==> src/rtl/cs_address_sequencer.sv <==
// Control-store address sequencer for the ARC microcode store: holds CSAR and the PSR flags,
// and picks the next microaddress (increment, conditional/unconditional jump or opcode DECODE).
module cs_address_sequencer #(
    parameter int DATAWIDTH_JUMPADDRESS = 11,
    parameter int DATAWIDTH_CONDITION   = 3,
    parameter int DATAWIDTH_IR          = 32,
    parameter int DATAWIDTH_COUNT       = 16
) (
    input  logic                             MICROCODE_STORE_CLOCK_50,
    input  logic                             MICROCODE_STORE_ResetInHigh_In,
    input  logic                             SEQ_Enable_In,
    input  logic [DATAWIDTH_CONDITION-1:0]   SEQ_Condition_InBus,
    input  logic [DATAWIDTH_JUMPADDRESS-1:0] SEQ_JumpAddress_InBus,
    input  logic [DATAWIDTH_IR-1:0]          SEQ_IR_InBus,
    input  logic                             SEQ_FlagN_In,
    input  logic                             SEQ_FlagZ_In,
    input  logic                             SEQ_FlagV_In,
    input  logic                             SEQ_FlagC_In,
    input  logic                             SEQ_FlagsLoad_In,
    output logic [DATAWIDTH_JUMPADDRESS-1:0] SEQ_CSAddress_OutBus,
    output logic                             SEQ_MicroValid_Out,
    output logic [3:0]                       SEQ_PSR_OutBus,
    output logic [DATAWIDTH_COUNT-1:0]       SEQ_MicroCount_OutBus
);

    typedef enum logic {
        ST_WAIT = 1'b0,
        ST_EXEC = 1'b1
    } state_t;

    localparam logic [DATAWIDTH_CONDITION-1:0] COND_NEXT   = DATAWIDTH_CONDITION'(0);
    localparam logic [DATAWIDTH_CONDITION-1:0] COND_N      = DATAWIDTH_CONDITION'(1);
    localparam logic [DATAWIDTH_CONDITION-1:0] COND_Z      = DATAWIDTH_CONDITION'(2);
    localparam logic [DATAWIDTH_CONDITION-1:0] COND_V      = DATAWIDTH_CONDITION'(3);
    localparam logic [DATAWIDTH_CONDITION-1:0] COND_C      = DATAWIDTH_CONDITION'(4);
    localparam logic [DATAWIDTH_CONDITION-1:0] COND_IR13   = DATAWIDTH_CONDITION'(5);
    localparam logic [DATAWIDTH_CONDITION-1:0] COND_JUMP   = DATAWIDTH_CONDITION'(6);
    localparam logic [DATAWIDTH_CONDITION-1:0] COND_DECODE = DATAWIDTH_CONDITION'(7);

    state_t                             state_q, state_d;
    logic [DATAWIDTH_JUMPADDRESS-1:0]   csar_q, csar_d;
    logic                               valid_q, valid_d;
    logic [3:0]                         psr_q, psr_d;
    logic [DATAWIDTH_COUNT-1:0]         count_q, count_d;

    logic [DATAWIDTH_JUMPADDRESS-1:0]   csar_inc;
    logic [DATAWIDTH_JUMPADDRESS-1:0]   decode_addr;
    logic [DATAWIDTH_JUMPADDRESS-1:0]   next_addr;
    logic                               take_jump;

    // psr_q bit order is {n, z, v, c}
    logic flag_n, flag_z, flag_v, flag_c;
    assign flag_n = psr_q[3];
    assign flag_z = psr_q[2];
    assign flag_v = psr_q[1];
    assign flag_c = psr_q[0];

    assign csar_inc    = csar_q + DATAWIDTH_JUMPADDRESS'(1);
    assign decode_addr = DATAWIDTH_JUMPADDRESS'({1'b1, SEQ_IR_InBus[31:30], SEQ_IR_InBus[24:19], 2'b00});

    logic unused_ir_bits;
    assign unused_ir_bits = &{1'b0, SEQ_IR_InBus[29:25], SEQ_IR_InBus[18:14], SEQ_IR_InBus[12:0]};

    // Conditions test the PSR as it stood before this microword's own flag load.
    always_comb begin
        take_jump = 1'b0;
        unique case (SEQ_Condition_InBus)
            COND_NEXT:   take_jump = 1'b0;
            COND_N:      take_jump = flag_n;
            COND_Z:      take_jump = flag_z;
            COND_V:      take_jump = flag_v;
            COND_C:      take_jump = flag_c;
            COND_IR13:   take_jump = SEQ_IR_InBus[13];
            COND_JUMP:   take_jump = 1'b1;
            COND_DECODE: take_jump = 1'b0;
            default:     take_jump = 1'b0;
        endcase
    end

    always_comb begin
        if (SEQ_Condition_InBus == COND_DECODE) begin
            next_addr = decode_addr;
        end else if (take_jump) begin
            next_addr = SEQ_JumpAddress_InBus;
        end else begin
            next_addr = csar_inc;
        end
    end

    always_comb begin
        state_d = state_q;
        csar_d  = csar_q;
        valid_d = valid_q;
        psr_d   = psr_q;
        count_d = count_q;
        if (SEQ_Enable_In) begin
            unique case (state_q)
                ST_WAIT: begin
                    state_d = ST_EXEC;
                    valid_d = 1'b1;
                end
                ST_EXEC: begin
                    state_d = ST_WAIT;
                    valid_d = 1'b0;
                    csar_d  = next_addr;
                    count_d = count_q + DATAWIDTH_COUNT'(1);
                    if (SEQ_FlagsLoad_In) begin
                        psr_d = {SEQ_FlagN_In, SEQ_FlagZ_In, SEQ_FlagV_In, SEQ_FlagC_In};
                    end
                end
                default: begin
                    state_d = ST_WAIT;
                    valid_d = 1'b0;
                end
            endcase
        end
    end

    always_ff @(posedge MICROCODE_STORE_CLOCK_50 or posedge MICROCODE_STORE_ResetInHigh_In) begin
        if (MICROCODE_STORE_ResetInHigh_In) begin
            state_q <= ST_WAIT;
            csar_q  <= '0;
            valid_q <= 1'b0;
            psr_q   <= '0;
            count_q <= '0;
        end else begin
            state_q <= state_d;
            csar_q  <= csar_d;
            valid_q <= valid_d;
            psr_q   <= psr_d;
            count_q <= count_d;
        end
    end

    assign SEQ_CSAddress_OutBus  = csar_q;
    assign SEQ_MicroValid_Out    = valid_q;
    assign SEQ_PSR_OutBus        = psr_q;
    assign SEQ_MicroCount_OutBus = count_q;

endmodule

==> config.mk <==
export PLATFORM = sky130hd
export DESIGN_NAME = cs_address_sequencer
export DESIGN_NICKNAME = d
export VERILOG_FILES = /design/src/rtl/cs_address_sequencer.sv
export SDC_FILE = /design/constraint.sdc
export NUM_CORES = 1
export LEC_CHECK = 0
export CAP_MARGIN = 20
export CORE_MARGIN = 2
export CORE_UTILIZATION = 30
export CTS_BUF_LIST = sky130_fd_sc_hd__clkbuf_4 sky130_fd_sc_hd__clkbuf_8 sky130_fd_sc_hd__clkbuf_16
export CTS_CLUSTER_DIAMETER = 80
export DETAILED_ROUTE_END_ITERATION = 6
export DONT_BUFFER_PORTS = 1
export PLACE_DENSITY = 0.53
export SYNTH_ARGS = -nofsm -noshare
export SYNTH_HDL_FRONTEND = slang
export SYNTH_SLANG_ARGS = --single-unit
export TNS_END_PERCENT = 50
==> constraint.sdc <==
create_clock -name MICROCODE_STORE_CLOCK_50 -period 2.05 [get_ports MICROCODE_STORE_CLOCK_50]
set_clock_uncertainty 0.2 [all_clocks]
set_input_delay 0.5125 -clock MICROCODE_STORE_CLOCK_50 [delete_from_list [all_inputs] [get_ports MICROCODE_STORE_CLOCK_50]]
set_output_delay 0.5125 -clock MICROCODE_STORE_CLOCK_50 [all_outputs]
set_load 0.05 [all_outputs]
==> reports/results.txt <==
The number of detailed-route iterations in the first pass was 4. The tools report the overall routing resource usage as 0.1430. The top metal layer carrying routed signals was met4.

The utilization of the core after routing is 0.3905, and the count of buffer and inverter cells on the critical path is 0. The headroom to the max-slew limit came out at 0.6372. CTS buffer count: 5. For this design, the CTS-stage hold fixing added 0 buffers. The run finished, with violations left.

After detailed routing, the wire length on met1 is 1681 µm. The worst-case IR drop observed on VDD is 0.0005873 V. Leaving out fill and tap cells, the most frequent cell in the layout is nand2_1.

The routed design uses 2012 µm of met2 wire. Setup repair after global routing left no endpoint under its margin. The total area inside the core boundary comes to 5540 µm². The slew of the pin with the lowest slew margin was 0.5441 ns; the starting density of the core was 0.3119. Summing internal, switching and leakage power gives 3.500 mW. After detailed routing, the met3 layer carries 405 µm of wire. The run gives 86 as the total I/O pin count. The number of antenna violations at the first check in global routing is 0. The mean instance size in the synthesized netlist works out to 9.599 µm².

The tools report the switching power summed over all nets as 1.692 mW. After legalization and detailed placement, the total HPWL measured 3155 µm. TritonCTS built the clock tree. Port buffering added 0 buffers. In this run, distinct cell masters in the synthesized netlist total 34.

The final weighted congestion in routability-driven placement is 0.7703, and the proportion of layout cells with a drive suffix above 1 is 0.2385. The number of antenna diodes in the final layout is 0. For the relative contribution of sequential cells to total power, the log shows 0.294.

The first global-routing pass estimated 6920 µm of wire. The tools report the DRC violation total after the first TritonRoute iteration as 24. The total number of vias came out at 1393. Worst hold-check path type: in -> async.

The proportion of power drawn by the clock network was 0.179; the post-detailed-routing wire length was 4163 µm. OpenSTA, run right after detailed placement, puts the worst setup slack at 0.1307 ns. The maximum cell stage delay along the critical path was 0.37 ns. STA classifies the critical path endpoint as a register. In the layout the commonest cells are nand2_1 (37), buf_4 (35), dfrtp_1 (30), xnor2_1 (14), nand3_1 (13).

For this run the aggregate overflow at the end of global routing stands at 0. The tools report the clock latency of the later-clocked register in the worst-skew pair as 0.29 ns. The die is 79.89 µm tall. After layout, the worst setup slack is 0.1309 ns. Summed over all failing endpoints, the final setup total negative slack is 0 ns. The via count of the first global-routing pass was 1477. Buffers added to address setup during post-CTS repair amount to 0. In the routed design, unresolved DRC markers number 0. The floorplan has 27 rows. The fraction of the cycle the final worst path needs is 0.9361, and the register bit total from synthesis is 32. The longest clock path from root to sink contains 2 buffers. Static timing analysis puts the maximum clock frequency at 521.1 MHz.

The critical path is of the reg -> reg type. The fraction of power spent switching nets was 0.4834; the final count of negative-setup-slack endpoints was 0. Summed over all cells, the static leakage comes to 1.004 nW. Final max-slew violation count: 0. The clock net in this run drives a total of 32 sinks.

The clock transition at the register clock pins on the worst setup and hold paths after CTS is 0.07 ns. STA classifies the critical path startpoint as a register. The die covers 6382 µm².

After detailed placement, the total cell area comes to 2052 µm². The number of gates resized after cts came out at 0. The final reports fail on negative hold slack. The largest net degree at the start of global routing was 33.

Synthesis produced 180 cells. For the worst setup path, the data arrival time is 1.89 ns. The tools report the number of nets at the end of the flow as 273.

Yosys printed 0 warnings. Measured along the x axis, the die boundary spans 79.89 µm. The internal portion of the total power is 1.808 mW. The tools report the clock root buffer master as clkbuf_8. The critical path goes through ha_1, nand4_1, nor3_1, nand2_1, mux2_4, o22a_1. The tools report the combinational power share as 0.527.

Counting I/O delays and the setup requirement, the final critical path takes 1.919 ns. The maximum fanout along the worst path was 3. The logs give 0 for the number of violations of the max-capacitance limit and 2 for the H-tree depth. The average vias per placed instance came out at 4.803. Dividing the detail-routed wire length by the instance count gives 14.36 µm. With fillers left out, the area of the finished cells amounts to 2163 µm². The hold violation count in the final report is 4. The cell family contributing the most delay on the critical path is simple AND/OR/NAND/NOR gates. The final-layout worst hold slack was -0.002319 ns; the proportion of synthesized chip area in sequential cells was 0.4634. In this run the remaining antenna-violating nets after routing total 0. Power spread over the standard cell area amounts to 1618 nW/µm². The cell area that synthesis handed to floorplanning was 1728 µm². The worst endpoint required time came out at 2.03 ns. Highest-delay cell along the critical path: dfrtp_2. The tools report the post-synthesis net count as 236. Compared with the post-synthesis result, the final layout area differs by 25.20%.
state kept, by name (all words and copies together) (netlist names):
signal and flops:
SEQ_CSAddress_OutBus 11, SEQ_MicroCount_OutBus 16, SEQ_MicroValid_Out 1, SEQ_PSR_OutBus 4
metrics by stage:
step,hold WS (ns),cells
final,-0.002319,290
after detailed placement,0.3054,282
after global routing,0.02775,290
after floorplan,0.3996,180
after CTS,0.01645,290
after global placement,0.3081,282
area by class of cell:
cell class | count | area (µm²)
Clock buffer | 6 | 76.32
Clock inverter | 2 | 35.03
Fill cell | 583 | 3377
Inverter | 8 | 30.03
Multi-Input combinational cell | 135 | 865.8
Sequential cell | 32 | 803.3
Tap cell | 72 | 90.09
Timing Repair Buffer | 35 | 262.8
synth_stat cells, drive strengths merged:
cell / instances / share of area
inv: 7 / 0.015
a21oi: 2 / 0.0058
nor3: 5 / 0.014
o211ai: 2 / 0.0087
o22a: 1 / 0.0051
o21ai: 7 / 0.020
and4: 1 / 0.0051
o311a: 2 / 0.012
and3: 1 / 0.0036
ha: 2 / 0.014
clkinv: 1 / 0.0022
buf: 3 / 0.014
nor2: 13 / 0.031
o21bai: 1 / 0.0065
a31oi: 1 / 0.0072
o22ai: 1 / 0.0036
and2: 1 / 0.0036
dfrtp: 32 / 0.46
mux2: 5 / 0.035
or3: 1 / 0.0036
xor2: 9 / 0.046
nand4: 6 / 0.022
nand2: 37 / 0.080
a221oi: 1 / 0.0087
clkbuf: 2 / 0.0043
mux2i: 8 / 0.046
nand3: 14 / 0.048
xnor2: 14 / 0.071
worst reg2reg max path, delay by kind of cell, from the launching register on:
kind                     cells  cell delay, ns
AO/OA/AOI/OAI                1            0.19
adder cells (fa/ha/maj)      1            0.21
flip-flops                   1            0.37
multiplexers                 1            0.27
AND/OR/NAND/NOR              3            0.56
logic make-up (layout without fill, tap and decap cells):
family                   Yosys count  after routing  share of synthesized area
AND/OR/NAND/NOR                   79             79                     0.2114
multiplexers                      13             13                    0.08110
adder cells (fa/ha/maj)            2              2                    0.01448
AO/OA/AOI/OAI                     18             18                    0.07748
buffers and inverters             13             51                    0.03548
flip-flops                        32             32                     0.4634
XOR/XNOR                          23             23                     0.1166
path summary, 6_finish.rpt:
| check | startpoint | to | slack (ns) | depth (start not counted) |
|---|---|---|---|---|
| min in group MICROCODE_STORE_CLOCK_50 | SEQ_Enable_In | SEQ_MicroValid_Out$_DFFE_PP0P_ | 0.10 | 1 |
| worst min-delay path | MICROCODE_STORE_ResetInHigh_In | SEQ_PSR_OutBus[1]$_DFFE_PP0P_ | -0.002 | 2 |
| worst min register to register | SEQ_MicroCount_OutBus[12]$_DFFE_PP0P_ | SEQ_MicroCount_OutBus[12]$_DFFE_PP0P_ | 0.31 | 1 |
| worst max-delay path | SEQ_CSAddress_OutBus[0]$_DFFE_PP0P_ | SEQ_CSAddress_OutBus[10]$_DFFE_PP0P_ | 0.13 | 6 |
| max in group asynchronous | MICROCODE_STORE_ResetInHigh_In | SEQ_CSAddress_OutBus[1]$_DFFE_PP0P_ | 1.34 | 2 |
| worst max register to register | SEQ_CSAddress_OutBus[0]$_DFFE_PP0P_ | SEQ_CSAddress_OutBus[10]$_DFFE_PP0P_ | 0.13 | 6 |
power groups by stage:
| stage | clock (mW) | combinational, mW | sequential (mW) |
|---|---|---|---|
| finish | 0.625 | 1.84 | 1.03 |
| global placement | 0 | 1.85 | 1.04 |
| detailed placement | 0 | 1.87 | 1.04 |
| CTS | 0.642 | 1.87 | 1.03 |
| global route | 0.675 | 2.00 | 1.06 |
| floorplan | 0 | 0.613 | 1.77 |
metal layers:
layer  track usage  vias up
met5             0        -
met4       0.05085        0
met3       0.06787        8
met2        0.2425       47
met1        0.1550      654
li1              -      684
Power figures use the tool's default switching activity.
